--- src/rtl/rdma_rc_pkg.sv ---
// Shared RC PDU receive-path definitions: FSM encoding, QP states, opcode ranges
// and response error bit positions used by the arbiter and the parser.
package rdma_rc_pkg;

  typedef enum logic [1:0] {
    S_IDLE  = 2'd0,
    S_ISSUE = 2'd1,
    S_WAIT  = 2'd2,
    S_RESP  = 2'd3
  } rx_state_e;

  localparam logic [2:0] QPS_RESET = 3'd0;
  localparam logic [2:0] QPS_INIT  = 3'd1;
  localparam logic [2:0] QPS_RTR   = 3'd2;
  localparam logic [2:0] QPS_RTS   = 3'd3;
  localparam logic [2:0] QPS_ERR   = 3'd4;

  // RC opcodes live in 0x00..0x1F; the data-carrying sub-range ends at 0x05.
  localparam logic [7:0] OPC_RC_MIN       = 8'h00;
  localparam logic [7:0] OPC_RC_DATA_MAX  = 8'h05;
  localparam logic [7:0] OPC_RC_MAX       = 8'h1F;

  localparam int ERR_OPCODE_BIT  = 0;
  localparam int ERR_QPN_BIT     = 1;
  localparam int ERR_TIMEOUT_BIT = 2;
  localparam int ERR_BITS        = 3;

endpackage

--- src/rtl/rdma_rc_rr_arbiter.sv ---
// Combinational round-robin grant: first requester at or after ptr, wrapping.
module rdma_rc_rr_arbiter #(
  parameter int N_PORTS = 4,
  localparam int PORT_W = $clog2(N_PORTS)
) (
  input  logic [N_PORTS-1:0] req,
  input  logic [PORT_W-1:0]  ptr,
  output logic [N_PORTS-1:0] gnt,
  output logic [PORT_W-1:0]  gnt_idx,
  output logic               any_req
);

  localparam logic [PORT_W:0] NP = (PORT_W+1)'(N_PORTS);

  logic [PORT_W:0] s;

  always_comb begin
    gnt     = '0;
    gnt_idx = '0;
    any_req = 1'b0;
    s       = '0;
    for (int i = 0; i < N_PORTS; i++) begin
      // One extra bit lets the modulo be a single conditional subtract.
      s = {1'b0, ptr} + (PORT_W+1)'(i);
      if (s >= NP) s = s - NP;
      if (!any_req && req[s[PORT_W-1:0]]) begin
        any_req = 1'b1;
        gnt_idx = s[PORT_W-1:0];
      end
    end
    if (any_req) gnt[gnt_idx] = 1'b1;
  end

endmodule

--- src/rtl/rdma_rc_pdu_rx_arbiter.sv ---
// Shares one RC PDU parser among N_PORTS ingress channels: round-robin accept,
// one-cycle parser issue, timed wait for done, tagged response, error counters.
module rdma_rc_pdu_rx_arbiter
  import rdma_rc_pkg::*;
#(
  parameter int N_PORTS        = 4,
  parameter int DATA_WIDTH     = 64,
  parameter int OPCODE_WIDTH   = 8,
  parameter int QPN_WIDTH      = 16,
  parameter int PSN_WIDTH      = 24,
  parameter int TIMEOUT_CYCLES = 15,
  parameter int ERR_CNT_WIDTH  = 8,
  localparam int PORT_W        = $clog2(N_PORTS)
) (
  input  logic                              clk,
  input  logic                              rst,
  input  logic [N_PORTS*DATA_WIDTH-1:0]     in_data,
  input  logic [N_PORTS-1:0]                in_valid,
  output logic [N_PORTS-1:0]                in_ready,
  output logic [DATA_WIDTH-1:0]             prs_pdu_data,
  output logic                              prs_pdu_valid,
  input  logic [OPCODE_WIDTH-1:0]           prs_opcode,
  input  logic [QPN_WIDTH-1:0]              prs_qpn,
  input  logic [PSN_WIDTH-1:0]              prs_psn,
  input  logic                              prs_is_data,
  input  logic                              prs_is_ctrl,
  input  logic                              prs_opcode_err,
  input  logic                              prs_qpn_err,
  input  logic                              prs_done,
  output logic                              resp_valid,
  input  logic                              resp_ready,
  output logic [PORT_W-1:0]                 resp_port,
  output logic [OPCODE_WIDTH-1:0]           resp_opcode,
  output logic [QPN_WIDTH-1:0]              resp_qpn,
  output logic [PSN_WIDTH-1:0]              resp_psn,
  output logic                              resp_is_data,
  output logic                              resp_is_ctrl,
  output logic                              resp_opcode_err,
  output logic                              resp_qpn_err,
  output logic                              resp_timeout,
  output logic [N_PORTS*ERR_CNT_WIDTH-1:0]  err_cnt,
  output logic                              busy
);

  localparam int TMO_W = $clog2(TIMEOUT_CYCLES);
  localparam logic [TMO_W-1:0]  TMO_LAST = TMO_W'(TIMEOUT_CYCLES - 1);
  localparam logic [PORT_W-1:0] LAST_PORT = PORT_W'(N_PORTS - 1);

  typedef struct packed {
    logic [PORT_W-1:0]       port;
    logic [OPCODE_WIDTH-1:0] opcode;
    logic [QPN_WIDTH-1:0]    qpn;
    logic [PSN_WIDTH-1:0]    psn;
    logic                    is_data;
    logic                    is_ctrl;
    logic                    opcode_err;
    logic                    qpn_err;
    logic                    timeout;
  } resp_t;

  rx_state_e                                 state;
  logic [PORT_W-1:0]                         rr_ptr;
  logic [PORT_W-1:0]                         win_q;
  logic [DATA_WIDTH-1:0]                     data_q;
  logic [TMO_W-1:0]                          tmo_cnt;
  resp_t                                     resp_q;
  logic [N_PORTS-1:0][ERR_CNT_WIDTH-1:0]     err_q;
  logic [N_PORTS-1:0][DATA_WIDTH-1:0]        in_data_a;
  logic [N_PORTS-1:0]                        gnt;
  logic [PORT_W-1:0]                         gnt_idx;
  logic                                      any_req;
  logic [ERR_BITS-1:0]                       resp_err;

  assign in_data_a = in_data;

  rdma_rc_rr_arbiter #(.N_PORTS(N_PORTS)) u_rr (
    .req     (in_valid),
    .ptr     (rr_ptr),
    .gnt     (gnt),
    .gnt_idx (gnt_idx),
    .any_req (any_req)
  );

  // Only IDLE may accept, which keeps exactly one PDU in flight.
  assign in_ready = (state == S_IDLE) ? gnt : '0;

  always_comb begin
    resp_err                  = '0;
    resp_err[ERR_OPCODE_BIT]  = resp_q.opcode_err;
    resp_err[ERR_QPN_BIT]     = resp_q.qpn_err;
    resp_err[ERR_TIMEOUT_BIT] = resp_q.timeout;
  end

  always_ff @(posedge clk) begin
    if (rst) begin
      state         <= S_IDLE;
      rr_ptr        <= '0;
      win_q         <= '0;
      data_q        <= '0;
      prs_pdu_valid <= 1'b0;
      tmo_cnt       <= '0;
      resp_valid    <= 1'b0;
      resp_q        <= '0;
      err_q         <= '0;
    end else begin
      case (state)
        S_IDLE: if (any_req) begin
          win_q         <= gnt_idx;
          data_q        <= in_data_a[gnt_idx];
          prs_pdu_valid <= 1'b1;
          state         <= S_ISSUE;
        end
        S_ISSUE: begin
          prs_pdu_valid <= 1'b0;
          tmo_cnt       <= '0;
          state         <= S_WAIT;
        end
        S_WAIT: begin
          if (prs_done) begin
            resp_q.port       <= win_q;
            resp_q.opcode     <= prs_opcode;
            resp_q.qpn        <= prs_qpn;
            resp_q.psn        <= prs_psn;
            resp_q.is_data    <= prs_is_data;
            resp_q.is_ctrl    <= prs_is_ctrl;
            resp_q.opcode_err <= prs_opcode_err;
            resp_q.qpn_err    <= prs_qpn_err;
            resp_q.timeout    <= 1'b0;
            resp_valid        <= 1'b1;
            state             <= S_RESP;
          end else if (tmo_cnt == TMO_LAST) begin
            resp_q         <= '0;
            resp_q.port    <= win_q;
            resp_q.timeout <= 1'b1;
            resp_valid     <= 1'b1;
            state          <= S_RESP;
          end else begin
            tmo_cnt <= tmo_cnt + 1'b1;
          end
        end
        S_RESP: if (resp_ready) begin
          resp_valid <= 1'b0;
          rr_ptr     <= (win_q == LAST_PORT) ? '0 : win_q + 1'b1;
          if (|resp_err && err_q[win_q] != '1)
            err_q[win_q] <= err_q[win_q] + 1'b1;
          state      <= S_IDLE;
        end
        default: state <= S_IDLE;
      endcase
    end
  end

  assign prs_pdu_data    = data_q;
  assign resp_port       = resp_q.port;
  assign resp_opcode     = resp_q.opcode;
  assign resp_qpn        = resp_q.qpn;
  assign resp_psn        = resp_q.psn;
  assign resp_is_data    = resp_q.is_data;
  assign resp_is_ctrl    = resp_q.is_ctrl;
  assign resp_opcode_err = resp_q.opcode_err;
  assign resp_qpn_err    = resp_q.qpn_err;
  assign resp_timeout    = resp_q.timeout;
  assign err_cnt         = err_q;
  assign busy            = (state != S_IDLE);

endmodule
--- config.mk ---
export PLATFORM = sky130hd
export DESIGN_NAME = rdma_rc_pdu_rx_arbiter
export DESIGN_NICKNAME = d
export VERILOG_FILES = /design/src/rtl/rdma_rc_pkg.sv /design/src/rtl/rdma_rc_rr_arbiter.sv /design/src/rtl/rdma_rc_pdu_rx_arbiter.sv
export SDC_FILE = /design/constraint.sdc
export NUM_CORES = 1
export LEC_CHECK = 0
export ABC_AREA = 1
export CORE_AREA = 3 3 181 183
export CTS_CLUSTER_SIZE = 28
export DETAILED_ROUTE_END_ITERATION = 7
export DIE_AREA = 0 0 184 186
export PLACE_DENSITY = 0.7
export SLEW_MARGIN = 20
export SYNTH_ARGS = -nofsm -noshare
export SYNTH_HDL_FRONTEND = slang
export SYNTH_SLANG_ARGS = --single-unit
--- constraint.sdc ---
create_clock -name clk -period 3.7 [get_ports clk]
set_clock_uncertainty 0.2 [all_clocks]
set_input_delay 0.555 -clock clk [delete_from_list [all_inputs] [get_ports clk]]
set_output_delay 0.555 -clock clk [all_outputs]
set_load 0.01 [all_outputs]
Word-level counts from Yosys, hierarchy flattened
Cells that the tools add are included.
{"block": "classes", "addsub": 10, "magnitude_cmp": 12, "n_eq_ne": 11, "muxes": 48, "reduce_logical": 24}
{"operator": "$bmux 64 s2", "n": 1}
{"operator": "$mux 55", "n": 2}
{"operator": "$mux 64", "n": 1}
{"operator": "$bwmux 32", "n": 1}
{"operator": "$mux 2", "n": 13}
{"operator": "$lt 2x3->1 const B", "n": 6}
{"operator": "$bmux 8 s2", "n": 1}
{"operator": "$demux 8 s2", "n": 1}
{"operator": "$mux 4", "n": 4}
{"operator": "$mux 8", "n": 2}
{"operator": "$mux 1", "n": 13}
{"operator": "$reduce_and 3->1", "n": 4}
{"operator": "$reduce_bool 2->1", "n": 5}
{"operator": "$ge 3x3->1 const B", "n": 3}
{"operator": "$add 8x1->8 const B", "n": 1}
{"operator": "$bmux 1 s2", "n": 4}
{"operator": "$ne 2x2->1 const B", "n": 4}
{"operator": "$ne 8x8->1 const B", "n": 1}
{"operator": "$pmux 2 s4", "n": 1}
{"operator": "$pmux 4 s2", "n": 1}
{"operator": "$reduce_and 2->1", "n": 4}
{"operator": "$sub 2x1->2 const B", "n": 4}
{"operator": "$add 2x2->3 const B", "n": 2}
{"operator": "$eq 2x2->1 const B", "n": 3}
{"operator": "other kinds (14)", "n": 23}
{"block": "word_totals", "regBits": 163}

Depth between registers and ports, before layout
{"block": "logic_depth", "ltp_word": 20, "ltp_mapped": 17, "ltp_nobuf": 15}

Modules after synthesis
From an unflattened synthesis, not the netlist that was laid out.
{"block": "unflattened", "hier_cells": 1333, "area_unflattened_um2": 8961.1}
{"mod": "rdma_rc_pdu_rx_arbiter", "n_inst": 1, "cells_per_inst": 1263, "area_per_inst_um2": 8574.5, "seq_area_each_um2": 3263.1}
{"mod": "rdma_rc_rr_arbiter", "n_inst": 1, "cells_per_inst": 70, "area_per_inst_um2": 386.6, "seq_area_each_um2": 0.0}

Worst setup path before layout
Ideal clock, no wire load.
{"block": "synth_timing", "kind": "input-to-output", "from": "input port in_valid[3]", "to": "output port in_ready[1]", "t_arrival_ps": 1810, "t_required_ps": 2945, "path_slack_ps": 1135, "cell_stages": 11, "path_buffers": 2, "cell_sequence": "inv_1 -> nand2_1 -> nand3_1 -> nand2_2 -> nor2_4 -> nand3_1 -> nand2_1 -> nand2_4 -> buf_6 -> buf_2 -> nor3_1"}
{"block": "synth_between", "elab_chain_len": 18, "elab_cells_between_ends": 29}
{"element": "from (decl)", "line_no": "rdma_rc_pdu_rx_arbiter.sv:18", "source": "input logic [N_PORTS-1:0] in_valid,"}
{"element": "$bmux 1 s2", "line_no": "rdma_rc_rr_arbiter.sv:26", "source": "if (!any_req && req[s[PORT_W-1:0]]) begin"}
{"element": "$mux 1 (implied by the code)", "line_no": "rdma_rc_rr_arbiter.sv:26"}
{"element": "$mux 1", "line_no": "rdma_rc_rr_arbiter.sv:26"}
{"element": "$logic_not 1->1", "line_no": "rdma_rc_rr_arbiter.sv:26"}
{"element": "$logic_and 1x1->1", "line_no": "rdma_rc_rr_arbiter.sv:26"}
{"element": "$mux 1", "line_no": "rdma_rc_rr_arbiter.sv:26"}
{"element": "$logic_not 1->1", "line_no": "rdma_rc_rr_arbiter.sv:26"}
{"element": "$logic_and 1x1->1", "line_no": "rdma_rc_rr_arbiter.sv:26"}
{"element": "[... 2 more ...]"}
{"element": "$logic_and 1x1->1", "line_no": "rdma_rc_rr_arbiter.sv:26"}
{"element": "$mux 2", "line_no": "rdma_rc_rr_arbiter.sv:26"}
{"element": "$lt 2x3->1 (implied by the code) / $ge 2x1->1 (equally long branches)", "line_no": "rdma_rc_rr_arbiter.sv:31", "source": "if (any_req) gnt[gnt_idx] = 1'b1;"}
{"element": "$logic_and 1x1->1 (implied by the code)", "line_no": "rdma_rc_rr_arbiter.sv:31"}
{"element": "$mux 1 (implied by the code)", "line_no": "rdma_rc_rr_arbiter.sv:31"}
{"element": "$demux 1 s2"}
{"element": "$mux 4 (*)", "line_no": "rdma_rc_rr_arbiter.sv:31"}
{"element": "$mux 4 (*)", "line_no": "rdma_rc_pdu_rx_arbiter.sv:85", "source": "assign in_ready = (state == S_IDLE) ? gnt : '0;"}
{"element": "to (decl)", "line_no": "rdma_rc_pdu_rx_arbiter.sv:19", "source": "output logic [N_PORTS-1:0] in_ready,"}
Every way passes the cells marked *; elsewhere a longest branch is shown, timed or not. The select of a mux whose other input is x is not followed.

Worst setup path after layout
{"block": "layout_timing", "from": "input port in_valid[1]", "to": "output port in_ready[1]"}
The elaborated chain is that of the path after synthesis.

==> out/metrics.sh <==
OUTCOME='finished, final reports clean'
CLOCK_TREE.HTREE_LEVEL_COUNT=4
CLOCK.FMAX_MHz=292
FINAL.SETUP.WORST_SLACK_NS=0.271
TRITONCTS.NUM_BUFFERS=17
DIEAREA_UM2=34200
AREA_GROWTH_PCT=57.5
NUMBER_OF_GLOBAL_ROUTE_VIAS_BEFORE_REPAIR=10500
TIMING.FINAL.CRIT_SHARE_PCT=92.7
HOLDWS_NS=0.255
WORSTPATHREQUIRED_NS=2.94
WORST_R2R_ENDPOINT='err_cnt[12]$_SDFFE_PP0P_'
TIGHTESTPINTRANSITION_NS=1.08
PATH_CLASS='in2out'
REPORT.FINAL.HOLD_VIOL_COUNT=0
PERIOD_NEEDED_NS=3.43
MAX_CAP_VIOL_COUNT=0
SYNTH_CELL_TYPE_COUNT=28
WORST_SETUP_HOLD_PATH_CLK_SLEW_NS=0.08
FINAL_CORE_OCC_PCT=48.1
WIRELENGTH_UM=36100
POST_ROUTE_CELLS_DRIVE_ABOVE_1_SHARE_PCT=3.76
POWER_DENSITY_nW_PER_UM2=593
LAYOUT_COMMONEST_CELL='clkdlybuf4s50_1'
GRTUSAGETOTAL_PCT=20.1
FLOORPLAN.INITIALDENSITY_PCT=30.5
SYNTHESIZED_NETS=1924
CP-START-KIND='input pin'
GRT_SETUP_UNREPAIRED='no'
CRITICAL_PATH.MAX_STAGE_DELAY_NS=0.69
HOLD_DEPTH=2
SYNTHESIS.INSTANCES=1597
WORSTREG2REGSTART='win_q[0]$_SDFFE_PP0P_'
CRIT_CELLS=10
NUMBER_OF_DIODES_ADDED_FOR_ANTENNA_FIXING=0
PLACEABLECOREAREA_UM2=31400
SYNTH.TOP_CELL.AREA_SHARE_PCT=34.1
SYNTH_ASYNC_SR_FLOP_SHARE_PCT=0
SYNTH-SEQ-CELLS=163
POST-ROUTE-CELL-AREA_UM2=15100
WIRE_LENGTH_OF_THE_FIRST_GLOBAL_ROUTING_PASS_UM=55200
DRT_PRE_ANTENNA_ITERS=5
PLACEMENT.SETUP.WORST_SLACK_NS=0.249
CRIT_PATH_END_KIND='output port'
PORT-BUFFER-COUNT=473
WORSTPATHCELLLIST='clkdlybuf4s50_1 -> inv_1 -> nand2_1 -> nand3_1 -> nand2_2 -> nor2_4 -> nand3b_1 -> nand2_2 -> nor3_1 -> clkdlybuf4s50_1'
CTS_TREE='done'
GLOBALROUTE.TOTALOVERFLOW=0
CRITICAL_PATH_ARRIVAL_NS=2.67
SYNTH-SEQ-AREA-SHARE_PCT=34.1
MEAN_SYN_CELL_AREA_UM2=6.00
DIE_X_UM=184
FF_TO_FF_PATH_DEPTH=13
ROUTE.ANTENNA.REMAINING_NETS=0
TIMING_MAX_TRANSITION_VIOLATIONS_FINAL=0
FINALPOWER_mW=8.94
HOLD_PATH.STARTPOINT='resp_valid$_SDFFE_PP0P_'
FINAL_NETS=2336
WORSTPATHBUFFERINVERTERCOUNT=3
MULTIINPUTGATEAREA_UM2=4910
PLACED_CELLS=2392
SYNTHDOMINANTAREACELLTYPE='dfxtp_1'
WL_PER_CELL_UM=14.9
REGISTER_TO_REGISTER_SETUP_SLACK_NS=0.91
MAXSLEWHEADROOM_PCT=28.1
VIA_COUNT=11200
MOST-COMMON-LAYOUT-CELLS='clkdlybuf4s50_1 (472), nand2_1 (441), nor2_1 (234), inv_1 (232), nand3_1 (212)'
REGISTER_AREA_UM2=3270
FP.DIEH_UM=186
IO-PIN-COUNT=474
GRT_MAX_DEGREE=126
SETUP_VIOL_COUNT_FINAL=0
FINAL-INSTANCE-COUNT-EXCL-FILL=2424
ANTENNA_FOUND_INITIAL=0
SYN_AREA_UM2=9580
CRITPATHTOPFAMILY='buffers and inverters'
BUFFER_CELL_DRIVING_THE_CLOCK_TREE_ROOT='clkbuf_16'
TRITONCTS_NUM_SINKS=163
SYNTH_FF_TYPE='dfxtp_1'
SYNTH_TOP_CELLS_BY_AREA='dfxtp_1 (34%), nand2_1 (17%), nand3_1 (11%), nor2_1 (9.2%), inv_1 (9.1%)'
SETUP_TNS_NS=0
ROUTABILITYCONGESTION=0.939
DRC=0
HOLD_PATH_CLASS='reg2reg'
ROUTE.DETAILED.VIAS_PER_INST=4.61
CELLLEAKAGEPOWER_nW=6.83
POST_DP_CELL_AREA_UM2=14500
TIMING.CRITICAL_PATH.FANOUT_MAX=6
FILLER_CELLS_INSERTED=3156
PEAKVDDDROP_mV=0.444
POST_SYNTH_EDFFS=0
DRT_ITER0_MARKERS=652
CLOCK_TREE.BUFFER_DEPTH=2
YS.WARNINGS.COUNT=0
INSERTION_DELAY_NS=0.43
TIMING.CRITICAL_PATH.SLOWEST_STAGE_CELL='clkdlybuf4s50_1'
POST_DP_HPWL_UM=26700
MIN_DELAY_WORST_ENDPOINT='resp_valid$_SDFFE_PP0P_'
PLACEMENTROWS=65
==> per-layer routing <==
layer  global-route usage (%)  share of wire [%]  wire length, um  vias to the layer above
met5                        0                  0                0                        -
met4                     6.14                2.6              926                        0
met3                     4.87                7.1             2570                       47
met2                     34.8                 49            17600                      417
met1                     24.7                 41            15000                     4978
li1                         -                  -                -                     5734
==> worst register-to-register path, stage by stage, from the launching register on <==
cell,delay [ns]
dfxtp_1,0.35
buf_4,0.28
nand2_1,0.09
nand3_1,0.08
and2_1,0.15
ha_1,0.18
inv_1,0.05
nor2_1,0.18
nand3_1,0.14
nor2_1,0.13
nand2_2,0.29
nand3_2,0.36
nand2_1,0.09
a21oi_1,0.16
==> power by group <==
part	internal [mW]	switching [mW]
Sequential	2.19	0.226
Combinational	1.97	2.68
Clock	0.934	0.940
==> area by class of cell <==
class,count,share of cell area (%)
Multi-Input combinational cell,1096,32.5
Timing Repair Buffer,490,32.4
Sequential cell,163,21.7
Inverter,241,6.00
Tap cell,402,3.33
Clock buffer,17,2.82
Clock inverter,15,1.29
==> kinds of logic after synthesis <==
group                      Yosys count  synth area share (%)
xor gates and xnor gates             5                 0.457
DFF                                163                  34.1
buffers and inverters              338                  14.8
adders and majority gates           11                  1.44
and+or+nand+nor                    966                  43.3
AOI/OAI and AO/OA                  114                  5.98
==> Yosys cell counts, drive strengths merged, types with 4 or more instances <==
| cell | instances |
|---|---|
| nand2 | 449 |
| clkbuf | 39 |
| o21ai | 18 |
| nor3b | 33 |
| nand3 | 217 |
| nor2 | 237 |
| nor3 | 6 |
| inv | 240 |
| nand4 | 20 |
| ha | 11 |
| dfxtp | 163 |
| a21oi | 95 |
| xor2 | 4 |
| buf | 58 |
==> sequential cells by signal, summed over array words and instances, names as in the netlist, 2 cells and up <==
name	count
resp_psn	24
state	2
resp_opcode	8
tmo_cnt	4
rr_ptr	2
resp_port	2
err_cnt	32
resp_qpn	16
prs_pdu_data	64
win_q	2
==> repair_timing <==
item	4_1_cts	5_1_grt
resized for setup	0	3
endpoints found under the setup margin	0	4
setup buffers	0	0
hold buffers	0	0
==> worst max-delay path by stage <==
| stage | slack (ns) | start | endpoint |
|---|---|---|---|
| 2_1_floorplan | 1.13 | in_valid[3] | in_ready[1] |
| 3_3_place_gp | 0.29 | in_valid[3] | in_ready[1] |
| 3_5_place_dp | 0.25 | in_valid[1] | in_ready[2] |
| 4_1_cts | 0.04 | rr_ptr[0]$_SDFFE_PP0P_ | in_ready[1] |
| 5_1_grt | 0.08 | in_valid[1] | in_ready[1] |
| 6_report | 0.27 | in_valid[1] | in_ready[1] |
Power figures use the tool's default switching activity.
